### src/rtl/lpddr_phy_cfg_apb3_initiator.sv
// lpddr_phy_cfg_apb3_initiator
// Converts single-beat valid/ready register requests into APB3 transfers on
// the LPDDR PHY configuration port, returns read data/error status and keeps
// saturating transaction and error counters.
// Optional feature: define LPDDR_PHY_CFG_APB_TIMEOUT_EN to bound the ACCESS
// phase to TimeoutCycles wait cycles (aborted transfers report a timeout).
//
// Handshakes: a request transfers on a cycle where i_req_valid && o_req_ready;
// a response transfers on a cycle where o_rsp_valid && i_rsp_ready. Once
// o_rsp_valid rises it stays high, with a stable payload, until consumed.
module lpddr_phy_cfg_apb3_initiator #(
    parameter int AddrW         = 32,
    parameter int DataW         = 32,
    parameter int CntW          = 32,
    parameter int TimeoutCycles = 1024
) (
    input  logic             i_clk,
    input  logic             i_rst_n,
    input  logic             i_req_valid,
    output logic             o_req_ready,
    input  logic             i_req_write,
    input  logic [AddrW-1:0] i_req_addr,
    input  logic [DataW-1:0] i_req_wdata,
    output logic             o_rsp_valid,
    input  logic             i_rsp_ready,
    output logic [DataW-1:0] o_rsp_rdata,
    output logic             o_rsp_error,
    output logic             o_rsp_timeout,
    output logic             o_psel,
    output logic             o_penable,
    output logic             o_pwrite,
    output logic [AddrW-1:0] o_paddr,
    output logic [DataW-1:0] o_pwdata,
    input  logic             i_pready,
    input  logic [DataW-1:0] i_prdata,
    input  logic             i_pslverr,
    input  logic             i_cnt_clr,
    output logic [CntW-1:0]  o_txn_cnt,
    output logic [CntW-1:0]  o_err_cnt
);

    typedef enum logic [1:0] {
        ST_IDLE   = 2'd0,
        ST_SETUP  = 2'd1,
        ST_ACCESS = 2'd2,
        ST_RESP   = 2'd3
    } state_t;

    state_t           r_state;
    state_t           w_state_nxt;
    logic             r_write;
    logic [AddrW-1:0] r_addr;
    logic [DataW-1:0] r_wdata;
    logic [DataW-1:0] r_rdata;
    logic             r_err;
    logic [CntW-1:0]  r_txn_cnt;
    logic [CntW-1:0]  r_err_cnt;
    logic             w_accept;
    logic             w_timeout_hit;
    logic             w_access_done;
    logic             w_done_err;

    assign w_accept = (r_state == ST_IDLE) && i_req_valid;

`ifdef LPDDR_PHY_CFG_APB_TIMEOUT_EN
    localparam int TW = $clog2(TimeoutCycles + 1);

    logic [TW-1:0] r_wait_cnt;
    logic          r_timeout;

    // Counts completed ACCESS wait cycles; restarts on every SETUP.
    always_ff @(posedge i_clk or negedge i_rst_n) begin
        if (!i_rst_n) begin
            r_wait_cnt <= '0;
        end else if (r_state == ST_SETUP) begin
            r_wait_cnt <= '0;
        end else if ((r_state == ST_ACCESS) && !i_pready) begin
            r_wait_cnt <= r_wait_cnt + 1'b1;
        end
    end

    // The current cycle is the TimeoutCycles-th wait cycle; pready on it still wins.
    assign w_timeout_hit = (r_state == ST_ACCESS) && !i_pready &&
                           (r_wait_cnt == TW'(TimeoutCycles - 1));

    // Timeout flag of the response, captured at ACCESS exit.
    always_ff @(posedge i_clk or negedge i_rst_n) begin
        if (!i_rst_n) begin
            r_timeout <= 1'b0;
        end else if (w_access_done) begin
            r_timeout <= !i_pready;
        end
    end

    assign o_rsp_timeout = r_timeout;
`else
    assign w_timeout_hit = 1'b0;
    assign o_rsp_timeout = 1'b0;
`endif

    assign w_access_done = (r_state == ST_ACCESS) && (i_pready || w_timeout_hit);
    // A timeout exit is always an error; a normal exit carries PSLVERR.
    assign w_done_err    = i_pready ? i_pslverr : 1'b1;

    // State register.
    always_ff @(posedge i_clk or negedge i_rst_n) begin
        if (!i_rst_n) begin
            r_state <= ST_IDLE;
        end else begin
            r_state <= w_state_nxt;
        end
    end

    // Next-state decode.
    always_comb begin
        w_state_nxt = r_state;
        case (r_state)
            ST_IDLE:   if (i_req_valid) w_state_nxt = ST_SETUP;
            ST_SETUP:  w_state_nxt = ST_ACCESS;
            ST_ACCESS: if (w_access_done) w_state_nxt = ST_RESP;
            ST_RESP:   if (i_rsp_ready) w_state_nxt = ST_IDLE;
            default:   w_state_nxt = ST_IDLE;
        endcase
    end

    // Request register; held from SETUP through the end of the transfer.
    always_ff @(posedge i_clk or negedge i_rst_n) begin
        if (!i_rst_n) begin
            r_write <= 1'b0;
            r_addr  <= '0;
            r_wdata <= '0;
        end else if (w_accept) begin
            r_write <= i_req_write;
            r_addr  <= i_req_addr;
            r_wdata <= i_req_wdata;
        end
    end

    // Response payload, captured only on the cycle ACCESS exits.
    always_ff @(posedge i_clk or negedge i_rst_n) begin
        if (!i_rst_n) begin
            r_rdata <= '0;
            r_err   <= 1'b0;
        end else if (w_access_done) begin
            r_rdata <= (i_pready && !r_write) ? i_prdata : '0;
            r_err   <= w_done_err;
        end
    end

    // Saturating counters; clear overrides a same-cycle increment.
    always_ff @(posedge i_clk or negedge i_rst_n) begin
        if (!i_rst_n) begin
            r_txn_cnt <= '0;
            r_err_cnt <= '0;
        end else if (i_cnt_clr) begin
            r_txn_cnt <= '0;
            r_err_cnt <= '0;
        end else if (w_access_done) begin
            if (r_txn_cnt != '1) begin
                r_txn_cnt <= r_txn_cnt + 1'b1;
            end
            if (w_done_err && (r_err_cnt != '1)) begin
                r_err_cnt <= r_err_cnt + 1'b1;
            end
        end
    end

    assign o_req_ready = (r_state == ST_IDLE);
    assign o_psel      = (r_state == ST_SETUP) || (r_state == ST_ACCESS);
    assign o_penable   = (r_state == ST_ACCESS);
    assign o_rsp_valid = (r_state == ST_RESP);
    assign o_pwrite    = r_write;
    assign o_paddr     = r_addr;
    assign o_pwdata    = r_wdata;
    assign o_rsp_rdata = r_rdata;
    assign o_rsp_error = r_err;
    assign o_txn_cnt   = r_txn_cnt;
    assign o_err_cnt   = r_err_cnt;

endmodule

### config.mk
export PLATFORM = sky130hd
export DESIGN_NAME = lpddr_phy_cfg_apb3_initiator
export DESIGN_NICKNAME = d
export VERILOG_FILES = /design/src/rtl/lpddr_phy_cfg_apb3_initiator.sv
export SDC_FILE = /design/constraint.sdc
export NUM_CORES = 1
export LEC_CHECK = 0
export CORE_ASPECT_RATIO = 0.7
export CORE_MARGIN = 2
export CORE_UTILIZATION = 41
export CTS_CLUSTER_SIZE = 8
export DETAILED_ROUTE_END_ITERATION = 6
export PLACE_DENSITY_LB_ADDON = 0.08
export SETUP_SLACK_MARGIN = 0.02
export SLEW_MARGIN = 20
export SYNTH_ARGS = -nofsm -noshare
export SYNTH_HDL_FRONTEND = slang
export SYNTH_SLANG_ARGS = --single-unit
export TNS_END_PERCENT = 5
### constraint.sdc
create_clock -name i_clk -period 2.14 [get_ports i_clk]
set_input_delay 0.214 -clock i_clk [delete_from_list [all_inputs] [get_ports i_clk]]
set_output_delay 0.214 -clock i_clk [all_outputs]
set_load 0.005 [all_outputs]
=== Word-level counts from Yosys, hierarchy flattened ===
Index checks and enable logic that the tools add are counted.

* Input bits: 104
* Bits in registers: 164
* Output and inout port bits: 167
* Word-level logic and storage cells: 43

* Reductions and logical operators: 13
* Multiplexer cells: 12
* Equal/unequal tests: 8
* $add $sub $neg: 2

{| class="wikitable"
|+ Operator list
! kind !! number
|-
| two-way mux 32 bit || 7
|-
| adder 32 x 1 -> 32 bit, second input constant || 2
|-
| inequality test 32 bit, second input constant || 2
|-
| case mux 2 bit (4 select lines) || 1
|-
| two-way mux 2 bit || 3
|-
| nonzero test 2 bit || 3
|-
| == test 2 bit, second input constant || 2
|-
| logical AND 1 bit || 4
|-
| inequality test 2 x 1 -> 1 bit, second input constant || 2
|-
| AND reduction 2 bit || 2
|-
| AND reduction 3 bit || 1
|-
| == test 2 x 1 -> 1 bit, second input constant || 1
|-
| zero test 2 bit || 1
|-
| inequality test 2 bit, second input constant || 1
|-
| zero test 1 bit || 1
|-
| logical OR 1 bit || 1
|-
| two-way mux 1 bit || 1
|}

=== Depth between registers and ports, before layout ===
* Depth in word-level cells: 5
* Mapped depth: 10
* Gate-level depth less buffers: 7

=== Least setup slack after synthesis ===
OpenSTA, ideal clock, no wires.

* Path type: register to register
* Start point: register r_state[0]
* End point: register r_err_cnt[26] (netlist: o_err_cnt[26])
* Required time: 2.062 ns
* Data arrival time: 2.229 ns
* Library setup time: 0.078 ns
* Clock period less this slack: 2.307 ns
* Path slack: -0.167 ns
* Stages on the path, launching flop included: 9
* Buffers on the path: 1
* Cells stage by stage: dfrtp_1 > inv_1 > ha_1 > clkbuf_1 > nand3_1 > nor4_2 > nand3_1 > or3_1 > a21oi_1

* Longest elaborated chain between the ends: 4

{| class="wikitable"
|+ RTL lines
! item !! RTL line !! RTL
|-
| from (decl) || 49 || <nowiki>state_t r_state;</nowiki>
|-
| from (signal assigned) || 110 || <nowiki>r_state <= w_state_nxt;</nowiki>
|-
| == test 2 bit || - ||
|-
| net o_penable || 30 || <nowiki>output logic o_penable,</nowiki>
|-
| logical AND 1 bit || 101 || <nowiki>assign w_access_done = (r_state == ST_ACCESS) && (i_pready || w_timeout_hit);</nowiki>
|-
| nonzero test 2 bit (no line) || - ||
|-
| AND reduction 2 bit (no line) || - ||
|-
| to (signal assigned) || 163 || <nowiki>r_err_cnt <= r_err_cnt + 1'b1;</nowiki>
|-
| to (decl) || 57 || <nowiki>logic [CntW-1:0] r_err_cnt;</nowiki>
|}

The timed path passes the listed nets, and every way through them passes these cells.
A chain may end at the register's enable or synchronous reset.

=== Final worst setup path ===
* Start point: register r_txn_cnt[1] (netlist: o_txn_cnt[1])
* End point: register r_txn_cnt[26] (netlist: o_txn_cnt[26])

* Longest elaborated chain between the ends: 4
* Elaborated cells between the ends (all ways): 7
* Classes of those cells: add/sub (1); eq/ne (1); mux (3); reduce/logical (2)

{| class="wikitable"
|+ RTL lines
! item !! RTL line !! RTL
|-
| from (decl) || 56 || <nowiki>logic [CntW-1:0] r_txn_cnt;</nowiki>
|-
| from (signal assigned) || 160 || <nowiki>r_txn_cnt <= r_txn_cnt + 1'b1;</nowiki>
|-
| adder 32 x 1 -> 32 bit || 160 ||
|-
| two-way mux 32 bit || 159 || <nowiki>if (r_txn_cnt != '1) begin</nowiki>
|-
| two-way mux 32 bit || 158 || <nowiki>end else if (w_access_done) begin</nowiki>
|-
| two-way mux 32 bit || 155 || <nowiki>end else if (i_cnt_clr) begin</nowiki>
|}

Several ways; a longest one is shown, not always the timed one. The select of a mux whose other input is x is not followed.

==> results.cfg <==
[route]
drt-total-wl_um = 22200
final_antenna_net_count = 0
detailedRoute.firstPassIterationCount = 5
initialDrtViolationCount = 433
drcViolationCount = 0
post_drt_via_cell_ratio = 5.21
wl_per_cell_um = 17.4
detailroute.via_count = 6674

[layout]
antennaDiodeCount = 0
finished_core_util_pct = 65.1
finish.cell_count_without_fillers = 1280
area_growth_syn_to_layout_pct = 55.9
layout.nets = 1141
layout_commonest_cell = clkdlybuf4s50_1
top_library_cells_by_usage_in_the_layout_fill_and_taps_aside = clkdlybuf4s50_1 (266), dfrtp_1 (161), nand2_1 (96)
drive_above_1_share_pct = 20.9
nFillCells = 1432

[die]
fp.coreArea_sq_um = 18000
die_h_um = 117
io-pin-count = 271
fp-row-count = 41
start_util_pct = 41.8
die_x_um = 166
die_area_sq_um = 19400

[worst_setup_path]
critical_path.most_common_cell = or3_4
startpoint_type = flop
cp_data_required_time_ns = 2.47
combined_buffer_and_inverter_count_along_the_critical_path = 1
type_of_element_capturing_the_critical_path = flop
cp_slowest_cell = or4_4
timing.critical_path.depth = 6
data_arrival_time_of_the_critical_path_ns = 2.39
rr_startpoint = o_txn_cnt[1]
critPathLaunch = o_txn_cnt[1]
worst-setup-path-type = reg2reg
crit_family = simple AND/OR/NAND/NOR gates
crit_path_max_fanout = 3
slowest_delay_ns = 0.53
slack_of_the_worst_reg_to_reg_path_ns = 0.09
r2r_cells = 6
cell_by_cell_trace_of_the_critical_path = ha_2 -> inv_2 -> or3_4 -> or3_4 -> or4_4 -> a21oi_2

[power_and_ir_drop]
report.power.total_w = 0.0116
powerDensity_nw_per_um2 = 992
vdd_ir_drop_max_mv = 0.556
static-leakage-power_nw = 4.94

[sta]
finalWorstPathRequiredPeriod_ns = 2.05
worst_slew_pin_slew_ns = 1.00
finalSetupViolations = 0
grt_setup_unrepaired = true
fin_ws_ns = 0.0859
worst_slew_margin_pct = 33.2
skew_ns = 0.0131
finalHoldViolations = 0
post_route_fraction_of_the_period_consumed_by_the_critical_path_pct = 96.0
final.setup.tns_ns = 0
clock.fmax_mhz = 487
maxSlewViolCount = 0

[yosys]
syn_nets = 803
synth_sequential_area_ratio_pct = 54.7
ys_dominant_reg_cell = dfrtp_1
number_of_enable_flip_flop_cells_after_synthesis = 0
synthArstFlopShare_pct = 100
yosys.cell_types.count = 44
ys_ff_latch = 164
yosys_warnings = 0
post_synth.cell_area_avg_sq_um = 10.8
cell_area_after_technology_mapping_sq_um = 7500
synthCells = 693

[grt]
grt_first_pass_wirelength_um = 34800
global_route.overflow_total = 0
number_of_antenna_violations_at_the_first_check_in_global_routing = 0
pin_count_of_the_biggest_net_entering_global_routing = 66
global_route.usage.total_pct = 22.4
first_global_vias = 6742

[run_status]
run_status = finished, final reports clean

[place]
place_inst = 1234
port-buffer-count = 269
post-place-ws_ns = -0.0337
dp_hpwl_um = 16000
place_congestion = 0.855

[hold_path]
timing.hold.worst.class = in2async

[clock_network]
cts-htree-levels = 4
cts_buffers = 17
clk-insertion-delay-late_ns = 0.42
clock-sinks = 164
clk_root_buffer_cell = clkbuf_16
ctsLongestPathBuffers = 2
worst_setup_hold_path_clk_slew_ns = 0.07
clock_tree_from_tritoncts = built

[flow_run]
max_cap_viol_count = 0
## layout make-up
type                            count  area [sq um]  area share [%]
Timing Repair Buffer              355          3380            28.9
Clock buffer                       18           429            3.67
Tap cell                          236           295            2.53
Sequential cell                   164          4110            35.1
Multi-Input combinational cell    477          3270            28.0
Clock inverter                     14           141            1.21
Inverter                           16          60.1           0.514
## synth_stat cells, types with 3 or more instances
cell type / instances / area share [%]
o31ai_1: 7 / 0.70
o211ai_1: 3 / 0.30
o21ai_0: 15 / 1.0
nand2_1: 97 / 4.9
and4_1: 10 / 1.2
nor2b_1: 8 / 0.67
xnor2_1: 18 / 2.1
nor3_1: 11 / 0.73
a31oi_1: 4 / 0.33
and3_1: 8 / 0.67
xor2_1: 13 / 1.5
or4_1: 11 / 1.1
clkbuf_1: 30 / 1.5
mux2_2: 73 / 11
inv_1: 16 / 0.80
nand4_1: 21 / 1.8
nor4_1: 9 / 0.75
nand3b_1: 32 / 3.2
a21oi_1: 41 / 2.7
nor2_1: 29 / 1.5
nand3_1: 23 / 1.5
dfrtp_1: 164 / 55
and2_1: 5 / 0.42
or3_1: 13 / 1.1
ha_1: 6 / 1.0
## cells by family after synthesis
group                    synth area share [%]
AO/OA/AOI/OAI                            6.09
XOR/XNOR                                 3.62
adder cells (fa/ha/maj)                  1.00
buffers and inverters                    2.74
flip-flops                               54.7
multiplexers                             11.2
other                                  0.0500
AND/OR/NAND/NOR                          20.5
## per-layer routing
metal	global-route usage (%)	routed length, um	vias to the layer above
li1	-	-	3141
met3	7.33	1610	25
met4	6.61	366	0
met2	37.0	10700	241
met5	0	0	-
met1	28.6	9610	3267
## sequential cells by signal, summed over array words and instances, names as in the netlist
signal	cells
o_rsp_error	1
o_pwrite	1
o_rsp_rdata	32
o_pwdata	32
o_paddr	32
o_err_cnt	32
o_txn_cnt	32
r_state	2
## per-stage QoR
step                cell area, sq um  hold slack, ns
floorplan                       7520         -0.0816
global placement               10900           0.170
detailed placement             10900           0.173
CTS                            11500           0.284
global route                   11700           0.325
finish                         11700           0.280
## timing repair
action / in CTS / in global routing
endpoints found under the setup margin: 2 / 40
gates resized for setup: 5 / 18
hold endpoints to repair: 42 / 0
buffers inserted: 2 / 11
pin swaps: 5 / 3
hold buffers: 1 / 0
## power breakdown
| group | switching, W | total, W | leakage (nW) | internal [W] |
|---|---|---|---|---|
| Combinational | 0.00150 | 0.00414 | 2.56 | 0.00265 |
| Clock | 0.00136 | 0.00301 | 0.278 | 0.00164 |
| Sequential | 0.000451 | 0.00444 | 2.11 | 0.00399 |
| Total | 0.00331 | 0.0116 | 4.94 | 0.00828 |
## path summary, 6_finish.rpt
path,endpoint
max,o_txn_cnt[26]
min,o_txn_cnt[19]
max reg2reg,o_txn_cnt[26]
min reg2reg,o_rsp_rdata[21]
max in group asynchronous,o_rsp_rdata[4]
min in group i_clk,o_rsp_rdata[26]
Power figures use the tool's default switching activity.
